`src/rtl/ami_rsplit.sv`:
```
// Splits one read descriptor into 4 KB-safe INCR bursts of at most MAX_BL beats and forwards R data.
// AR issue starts the cycle after accept; R path is zero-latency; AR stalls at AMI_OD outstanding bursts.
module ami_rsplit #(
  parameter int AXI_DW = 128,
  parameter int AXI_AW = 32,
  parameter int AXI_IW = 8,
  parameter int AXI_LW = 8,
  parameter int AXI_SW = 3,
  parameter int MAX_BL = 16,
  parameter int AMI_OD = 4,
  parameter int CLW    = 24
) (
  input  logic              usr_clk,
  input  logic              usr_reset_n,
  input  logic              cmd_valid,
  output logic              cmd_ready,
  input  logic [AXI_AW-1:0] cmd_addr,
  input  logic [CLW-1:0]    cmd_beats,
  input  logic [AXI_IW-1:0] cmd_id,
  output logic [AXI_IW-1:0] usr_arid,
  output logic [AXI_AW-1:0] usr_araddr,
  output logic [AXI_LW-1:0] usr_arlen,
  output logic [AXI_SW-1:0] usr_arsize,
  output logic [1:0]        usr_arburst,
  output logic              usr_arvalid,
  input  logic              usr_arready,
  input  logic [AXI_IW-1:0] usr_rid,
  input  logic [AXI_DW-1:0] usr_rdata,
  input  logic [1:0]        usr_rresp,
  input  logic              usr_rlast,
  input  logic              usr_rvalid,
  output logic              usr_rready,
  output logic [AXI_DW-1:0] dat_data,
  output logic              dat_last,
  output logic              dat_valid,
  input  logic              dat_ready,
  output logic              busy,
  output logic              done,
  output logic              err
);

  localparam int BYTES = AXI_DW / 8;
  localparam int BSH   = $clog2(BYTES);
  localparam int OW    = $clog2(AMI_OD + 1);

  typedef enum logic [1:0] {S_IDLE, S_ISSUE, S_WAIT, S_DONE} state_t;

  state_t            state_q, state_d;
  logic [AXI_AW-1:0] addr_q;
  logic [CLW-1:0]    rem_q;
  logic [CLW-1:0]    left_q;
  logic [AXI_IW-1:0] id_q;
  logic [OW-1:0]     out_q, out_n;
  logic              arvalid_q, arvalid_d;
  logic [AXI_LW-1:0] arlen_q;
  logic [AXI_SW-1:0] arsize_q;
  logic [1:0]        arburst_q;
  logic              err_q;

  logic              accept, ar_hs, r_hs, r_end;
  logic [AXI_AW-1:0] cmd_addr_al, addr_n;
  logic [CLW-1:0]    rem_n;
  logic [AXI_LW:0]   cur_beats, first_beats, next_beats;
  logic              unused_rid;

  // Beats allowed from this address: limited by remaining, MAX_BL and the room left in the 4 KB page.
  function automatic logic [AXI_LW:0] burst_beats(input logic [11:0] lo, input logic [CLW-1:0] rem);
    logic [31:0] room;
    logic [31:0] n;
    room = (32'd4096 - {20'd0, lo}) >> BSH;
    n = 32'(rem);
    if (n > 32'(MAX_BL)) n = 32'(MAX_BL);
    if (n > room) n = room;
    return n[AXI_LW:0];
  endfunction

  function automatic logic [AXI_LW-1:0] len_of(input logic [AXI_LW:0] b);
    logic [AXI_LW:0] l;
    l = (b == '0) ? '0 : b - (AXI_LW+1)'(1);
    return l[AXI_LW-1:0];
  endfunction

  assign unused_rid  = ^usr_rid;

  assign cmd_ready   = usr_reset_n & (state_q == S_IDLE);
  assign busy        = (state_q != S_IDLE);
  assign done        = (state_q == S_DONE);
  assign err         = err_q;

  assign usr_rready  = dat_ready & busy;
  assign dat_valid   = usr_rvalid & busy;
  assign dat_data    = usr_rdata;
  assign dat_last    = (left_q == CLW'(1));

  assign usr_arvalid = arvalid_q;
  assign usr_araddr  = addr_q;
  assign usr_arlen   = arlen_q;
  assign usr_arsize  = arsize_q;
  assign usr_arburst = arburst_q;
  assign usr_arid    = id_q;

  assign accept      = cmd_valid & cmd_ready;
  assign ar_hs       = arvalid_q & usr_arready;
  assign r_hs        = usr_rvalid & usr_rready;
  assign r_end       = r_hs & usr_rlast;

  assign cmd_addr_al = cmd_addr & ~AXI_AW'(BYTES - 1);
  assign first_beats = burst_beats(cmd_addr_al[11:0], cmd_beats);
  assign cur_beats   = {1'b0, arlen_q} + (AXI_LW+1)'(1);
  assign addr_n      = addr_q + (AXI_AW'(cur_beats) << BSH);
  assign rem_n       = rem_q - CLW'(cur_beats);
  assign next_beats  = burst_beats(addr_n[11:0], rem_n);

  always_comb begin
    out_n = out_q;
    if (ar_hs && !r_end)      out_n = out_q + OW'(1);
    else if (!ar_hs && r_end) out_n = out_q - OW'(1);
  end

  always_comb begin
    state_d   = state_q;
    arvalid_d = 1'b0;
    case (state_q)
      S_IDLE: begin
        if (accept) begin
          state_d   = (cmd_beats == '0) ? S_DONE : S_ISSUE;
          arvalid_d = (cmd_beats != '0);
        end
      end
      S_ISSUE: begin
        // A presented AR is held until taken; a new one is raised only with room in the outstanding window.
        arvalid_d = arvalid_q;
        if (ar_hs) begin
          arvalid_d = (rem_n != '0) && (out_n < OW'(AMI_OD));
          if (rem_n == '0) state_d = S_WAIT;
        end else if (!arvalid_q) begin
          arvalid_d = (out_n < OW'(AMI_OD));
        end
      end
      S_WAIT: begin
        if (r_hs && (left_q == CLW'(1))) state_d = S_DONE;
      end
      default: state_d = S_IDLE;
    endcase
  end

  always_ff @(posedge usr_clk) begin
    if (!usr_reset_n) begin
      state_q   <= S_IDLE;
      addr_q    <= '0;
      rem_q     <= '0;
      left_q    <= '0;
      id_q      <= '0;
      out_q     <= '0;
      arvalid_q <= 1'b0;
      arlen_q   <= '0;
      arsize_q  <= '0;
      arburst_q <= '0;
      err_q     <= 1'b0;
    end else begin
      state_q   <= state_d;
      arvalid_q <= arvalid_d;
      out_q     <= out_n;
      if (accept) begin
        addr_q    <= cmd_addr_al;
        rem_q     <= cmd_beats;
        left_q    <= cmd_beats;
        id_q      <= cmd_id;
        arlen_q   <= len_of(first_beats);
        arsize_q  <= AXI_SW'(BSH);
        arburst_q <= 2'b01;
        err_q     <= 1'b0;
      end else begin
        if (ar_hs) begin
          addr_q  <= addr_n;
          rem_q   <= rem_n;
          arlen_q <= len_of(next_beats);
        end
        if (r_hs) begin
          left_q <= left_q - CLW'(1);
          if (usr_rresp != 2'b00) err_q <= 1'b1;
        end
      end
    end
  end

endmodule

```
`config.mk`:
```
export PLATFORM = sky130hd
export DESIGN_NAME = ami_rsplit
export DESIGN_NICKNAME = d
export VERILOG_FILES = /design/src/rtl/ami_rsplit.sv
export SDC_FILE = /design/constraint.sdc
export NUM_CORES = 1
export LEC_CHECK = 0
export CORE_ASPECT_RATIO = 0.75
export CORE_MARGIN = 2
export CORE_UTILIZATION = 25
export CTS_BUF_LIST = sky130_fd_sc_hd__clkbuf_4 sky130_fd_sc_hd__clkbuf_8
export CTS_CLUSTER_DIAMETER = 30
export DETAILED_ROUTE_END_ITERATION = 12
export PLACE_DENSITY = 0.61
export SLEW_MARGIN = 15
export SYNTH_ARGS = -nofsm -noshare
export SYNTH_HDL_FRONTEND = slang
export SYNTH_SLANG_ARGS = --single-unit
```
`constraint.sdc`:
```
create_clock -name usr_clk -period 6.7 [get_ports usr_clk]
set_input_delay 0.67 -clock usr_clk [delete_from_list [all_inputs] [get_ports usr_clk]]
set_output_delay 0.67 -clock usr_clk [all_outputs]
set_load 0.05 [all_outputs]
```
==> impl_metrics.yaml, run 1 <==
worst_hold_path:
  whs_path_depth: 2
  hold_class: "reg2reg"
timing:
  slew_headroom_pct: 36.1
  setup_viol: 0
  finalWorstSetupSlack_ns: 0.487
  post-route-period-util_pct: 92.7
  fmax_ghz: 0.161
  period_minus_slack_ns: 6.21
  finalMaxSlewViolations: 0
  hold_viol: 0
  tightest_slew_ns: 0.958
  fin_setup_tns_ns: 0
  fin_worst_skew_ns: 0.0141
power_and_ir_drop:
  p_seq_share_pct: 23.3
  power.switching_uw: 1920
  cellLeakagePower_uw: 0.00357
  peakVddDrop_v: 0.000202
  p_int_uw: 1800
  powerDensity_nw_per_um2: 383
  power.share.clock_pct: 11.7
  p_comb_share_pct: 65.0
  total_power_uw: 3730
  netSwitchingFraction_pct: 51.6
logic_synthesis:
  synthMuxAreaShare_pct: 1.10
  synth_area_per_cell_sq_um: 7.41
  ys_seq_area_share_pct: 23.0
  synth.top_cell.area_share_pct: 23.0
  synth_edf_count: 0
  synth_area_leaders: "dfxtp_1 23%, buf_4 12%, ha_1 7.5%"
  syn_area_sq_um: 8720
  synth_common_cells: "137 x buf_4, 124 x nand2_1, 114 x nor2_1"
  yosysTopAreaCell: "dfxtp_1"
  synth-xor-area-share_pct: 7.92
  netlist_instances: 1176
  synth-compound-area-share_pct: 19.9
  async_reset_ff_share_pct: 0
  synth-seq-cells: 100
  yosysWarnings: 0
  synthSimpleGateAreaFrac_pct: 23.9
  synth_fa_ha_area_share_pct: 7.92
  synthMostInstantiatedCell: "buf_4"
  ys.flop_type: "dfxtp_1"
  synthDistinctLibCells: 77
  synth_top_family_by_area: "simple AND/OR/NAND/NOR gates"
final_layout:
  final_util_pct: 28.1
  drive_gt1_share_pct: 4.93
  areaGrowthSynthToFinish_pct: 11.4
  nNetsFinal: 1415
  diodes: 0
job:
  maxCapViolations: 0
placement:
  place_hpwl_mm: 20.7
  post-place-ws_ns: 0.319
  gp_congestion: 0.900
  io_buffer_count: 122
clock_tree:
  cts_buffers: 9
  clk_latency_ns: 0.40
  cts_hold_buf: 0
  h-tree-depth: 3
  clk_pin_slew_ns: 0.11
  clock_path_buffers: 2
  tritoncts: "yes"
  clock_sinks: 100
  cts_root_buffer: "clkbuf_8"
global_routing:
  grt_overflow: 0
  use_met2_pct: 21.8
  antenna_found_initial: 0
  grt_pass1_wl_mm: 42.0
  grt_max_degree: 75
  grt_pass1_vias: 7388
  grt-busiest-layer: "met2"
  gr-usage-met3_pct: 5.20
  grt.total_usage_pct: 14.6
  grt_util_met1_pct: 20.4
route:
  via_count: 8045
  drc: 0
  wl_per_cell_um: 16.7
  antenna_left: 0
  viasPerCell: 4.98
  drt_iter0_markers: 551
  routed_wl_mm: 27.0
  dr.pass1.iters: 4
status:
  outcome: "finished, final reports clean"
die:
  die_h_um: 166
  rows: 59
  ios: 398
  start_util_pct: 25.2
  core_area_sq_um: 34500
  die_area_sq_um: 36400
  die_w_um: 220
setup_path:
  endpoint_kind: "register"
  cp-start-kind: "register"
  worstPathArrival_ns: 6.54
  critPathMaxFanout: 12
  crit_required_ns: 7.03
  worstRegToRegCells: 27
  critPathKind: "reg2reg"
[sequential cells by signal (all words and copies together), names as in the netlist]
signal / flops
usr_arid: 8
rem_q: 24
usr_araddr: 28
usr_arsize: 1
left_q: 24
usr_arlen: 8
usr_arvalid: 1
out_q: 3
state_q: 2
err: 1
[layer usage]
layer,vias to the layer above,wire length (um),part of all wire [%]
met5,-,0,0
met1,3776,12900,48
li1,3959,-,-
met4,0,174,0.65
met3,12,2060,7.6
met2,298,11800,44
[cell usage in the layout (no fill, tap or decap), types with 18 or more instances in the layout]
master / synthesis / routed
or3_1: 21 / 21
nor2_1: 114 / 113
clkdlybuf4s50_1: 0 / 122
nand3_1: 37 / 37
xor2_1: 33 / 33
ha_1: 52 / 52
dfxtp_1: 100 / 100
a21oi_1: 71 / 71
xnor2_1: 44 / 43
nor4_1: 18 / 18
nand2_1: 124 / 123
o21ai_0: 67 / 67
nor3_1: 25 / 25
inv_1: 53 / 52
a211oi_1: 22 / 22
[worst max-delay path, cell delays in order, from the launching register on]
cell      delay, ns
dfxtp_1        0.44
ha_1           0.22
nand3_1        0.16
xnor2_2        0.26
inv_1          0.08
ha_1           0.37
nand2_1        0.09
a211o_1        0.39
nand2b_1       0.25
o211ai_1       0.15
a2111o_1       0.47
nor4_4         0.33
nand4_1        0.19
or2_2          0.31
ha_1           0.17
nand3b_1       0.15
nand2_1        0.07
a21oi_1        0.06
o22a_1         0.19
o21ai_4        0.23
and2_4         0.27
nor3_1         0.06
a21oi_1        0.18
ha_1           0.21
inv_1          0.07
or4_1          0.50
and3_1         0.18
o21bai_1       0.12
[area by class of cell]
cell class / instances / area, sq um
Sequential cell: 100 / 2000
Inverter: 53 / 199
Timing Repair Buffer: 137 / 1330
Tap cell: 457 / 572
Clock buffer: 9 / 124
Fill cell: 3798 / 24800
Multi-Input combinational cell: 851 / 5390
Clock inverter: 7 / 91.3
[what timing repair did]
action,4_1_cts,5_1_grt
setup endpoints to repair,0,8
resized for setup,0,6
buffers inserted,0,1
[final timing paths]
check | start | to | slack (ns)
hold reg to reg | usr_arid[2] | usr_arid[2] | 0.47
setup reg to reg | usr_arlen[1] | usr_arlen[4] | 0.49
hold / removal | usr_arid[2] | usr_arid[2] | 0.47
setup / recovery | usr_arlen[1] | usr_arlen[4] | 0.49
[power by group through the flow]
stage / logic [uW] / registers, uW / clock network, uW
6_report: 2420 / 866 / 437
5_1_grt: 2660 / 885 / 480
4_1_cts: 2370 / 863 / 455
3_5_place_dp: 2360 / 875 / 0
3_3_place_gp: 2360 / 873 / 0
2_1_floorplan: 1730 / 1040 / 0
[kinds of logic after synthesis]
group           after synthesis
other cells                   1
simple gates                425
buf+inv                     238
mux                           9
xor+xnor                     78
compound gates              271
flops                       100
fa+ha+maj                    54
[metrics by stage]
stage	hold slack, ns	area (sq um)	cells
after global routing	0.505	9710	1614
final	0.472	9710	1614
after global placement	0.443	9460	1597
after floorplan	0.445	8770	1189
after CTS	0.470	9670	1613
after detailed placement	0.456	9460	1597
(Power assumes the default switching activity.)
==> inputs of run 2 (changes only) <==
- RECOVER_POWER: default -> 25
- REMOVE_ABC_BUFFERS: default -> 1
==> impl_metrics.yaml, run 2 (synthesis results as in run 1) <==
status:
  outcome: "finished, final reports clean"
timing:
  post-route-period-util_pct: 92.7
  period_minus_slack_ns: 6.21
  tightest_slew_ns: 0.789
  slew_headroom_pct: 47.4
  fmax_ghz: 0.161
  hold_viol: 0
  finalMaxSlewViolations: 0
  setup_viol: 0
  fin_worst_skew_ns: 0.0167
  rsz0062_at_grt: "false"
  fin_setup_tns_ns: 0
final_layout:
  final_cell_mix: "123 x nand2_1, 122 x clkdlybuf4s50_1, 113 x nor2_1, 99 x dfxtp_1, 71 x a21oi_1"
  final_common_cell: "nand2_1"
  areaGrowthSynthToFinish_pct: 11.5
  num-fill-cells: 3807
  diodes: 0
  drive_gt1_share_pct: 5.52
  nNetsFinal: 1417
  final_area_sq_um: 9720
  largest_reg_flops: 28
die:
  die_h_um: 166
  ios: 398
  die_area_sq_um: 36400
  start_util_pct: 25.2
  die_w_um: 220
  core_area_sq_um: 34500
  rows: 59
global_routing:
  grt_overflow: 0
  grt_pass1_vias: 7572
  grt_pass1_wl_mm: 61.8
  antenna_found_initial: 0
  grt_max_degree: 67
  grt.total_usage_pct: 24.4
route:
  via_count: 8416
  wl_per_cell_um: 28.4
  dr.pass1.iters: 5
  antenna_left: 0
  routed_wl_mm: 45.8
  drt_iter0_markers: 779
  drc: 0
  viasPerCell: 5.21
clock_tree:
  h-tree-depth: 3
  clock_path_buffers: 2
  tritoncts: "yes"
  cts_root_buffer: "clkbuf_8"
  cts_buffers: 9
  clk_pin_slew_ns: 0.12
  clock_sinks: 100
  clk_latency_ns: 0.41
power_and_ir_drop:
  powerDensity_nw_per_um2: 382
  cellLeakagePower_uw: 0.00358
  peakVddDrop_v: 0.000167
setup_path:
  path_common_cell: "ha_1"
  cp_top_family: "simple AND/OR/NAND/NOR gates"
  critPathKind: "reg2reg"
  critPathMaxFanout: 12
  cpPeakStageDelay_ns: 0.41
  path_buf_inv: 2
  crit_required_ns: 7.00
  cp-start-kind: "register"
  slowest_stage: "dfxtp_1"
  worstPathArrival_ns: 6.51
  endpoint_kind: "register"
placement:
  io_buffer_count: 122
  post_dp_cell_area_sq_um: 9480
  gp_congestion: 0.893
  place_hpwl_mm: 37.5
worst_hold_path:
  hold_class: "reg2reg"
job:
  maxCapViolations: 0
[run 2: per-stage QoR]
| step | cells | hold WS (ns) | utilization, % | power (uW) | setup WS, ns |
|---|---|---|---|---|---|
| after floorplan | 1004 | 0.445 | - | 2540 | 0.494 |
| after global placement | 1600 | 0.445 | 27.4 | 3230 | 0.287 |
| after detailed placement | 1600 | 0.453 | 27.4 | 3230 | 0.173 |
| after CTS | 1616 | 0.472 | 28.0 | 3670 | 0.142 |
| after global routing | 1616 | 0.484 | 28.1 | 3970 | 0.0319 |
| final | 1616 | 0.464 | 28.1 | 3710 | 0.486 |
[run 2: worst register-to-register path: cells and delay by family (launching register included)]
| kind | cells | cell delay [ns] |
|---|---|---|
| and+or+nand+nor | 12 | 2.40 |
| AOI/OAI and AO/OA | 9 | 1.94 |
| adders and majority gates | 4 | 0.97 |
| DFF | 1 | 0.41 |
| xor gates and xnor gates | 1 | 0.25 |
| buffers and inverters | 2 | 0.14 |
[run 2: final cells by class]
class	count	area, sq um	area share [%]
multi-input cells	851	5400	55.6
flip-flops and latches	100	2000	20.6
repair buffers	139	1350	13.9
well taps	457	572	5.88
inverters	53	199	2.05
clock buffers	9	124	1.27
clock inverters	7	67.6	0.695
[run 2: routing by layer]
metal  global-route usage (%)  routed length, um
met1                     29.2              18500
met2                     27.4              15000
met3                     26.9              11000
met4                     4.46                823
met5                     10.9                535
[run 2: path summary, 6_finish.rpt]
check                                   start  cells past startpoint  slack (ns)             to
worst max register to register   usr_arlen[0]                     28        0.49   usr_arlen[1]
worst min-delay path            usr_arsize[2]                      2        0.46  usr_arsize[2]
worst max-delay path             usr_arlen[0]                     28        0.49   usr_arlen[1]
worst min register to register  usr_arsize[2]                      2        0.46  usr_arsize[2]
[run 2: timing repair]
item	CTS	global route
setup endpoints to repair	0	8
hold buffers	0	0
resized for setup	0	10
hold endpoints to repair	0	0
buffers inserted	0	0
[run 2: power by group]
| group | switching [uW] | internal, uW |
|---|---|---|
| Sequential | 145 | 720 |
| Combinational | 1520 | 904 |
| Clock | 269 | 146 |
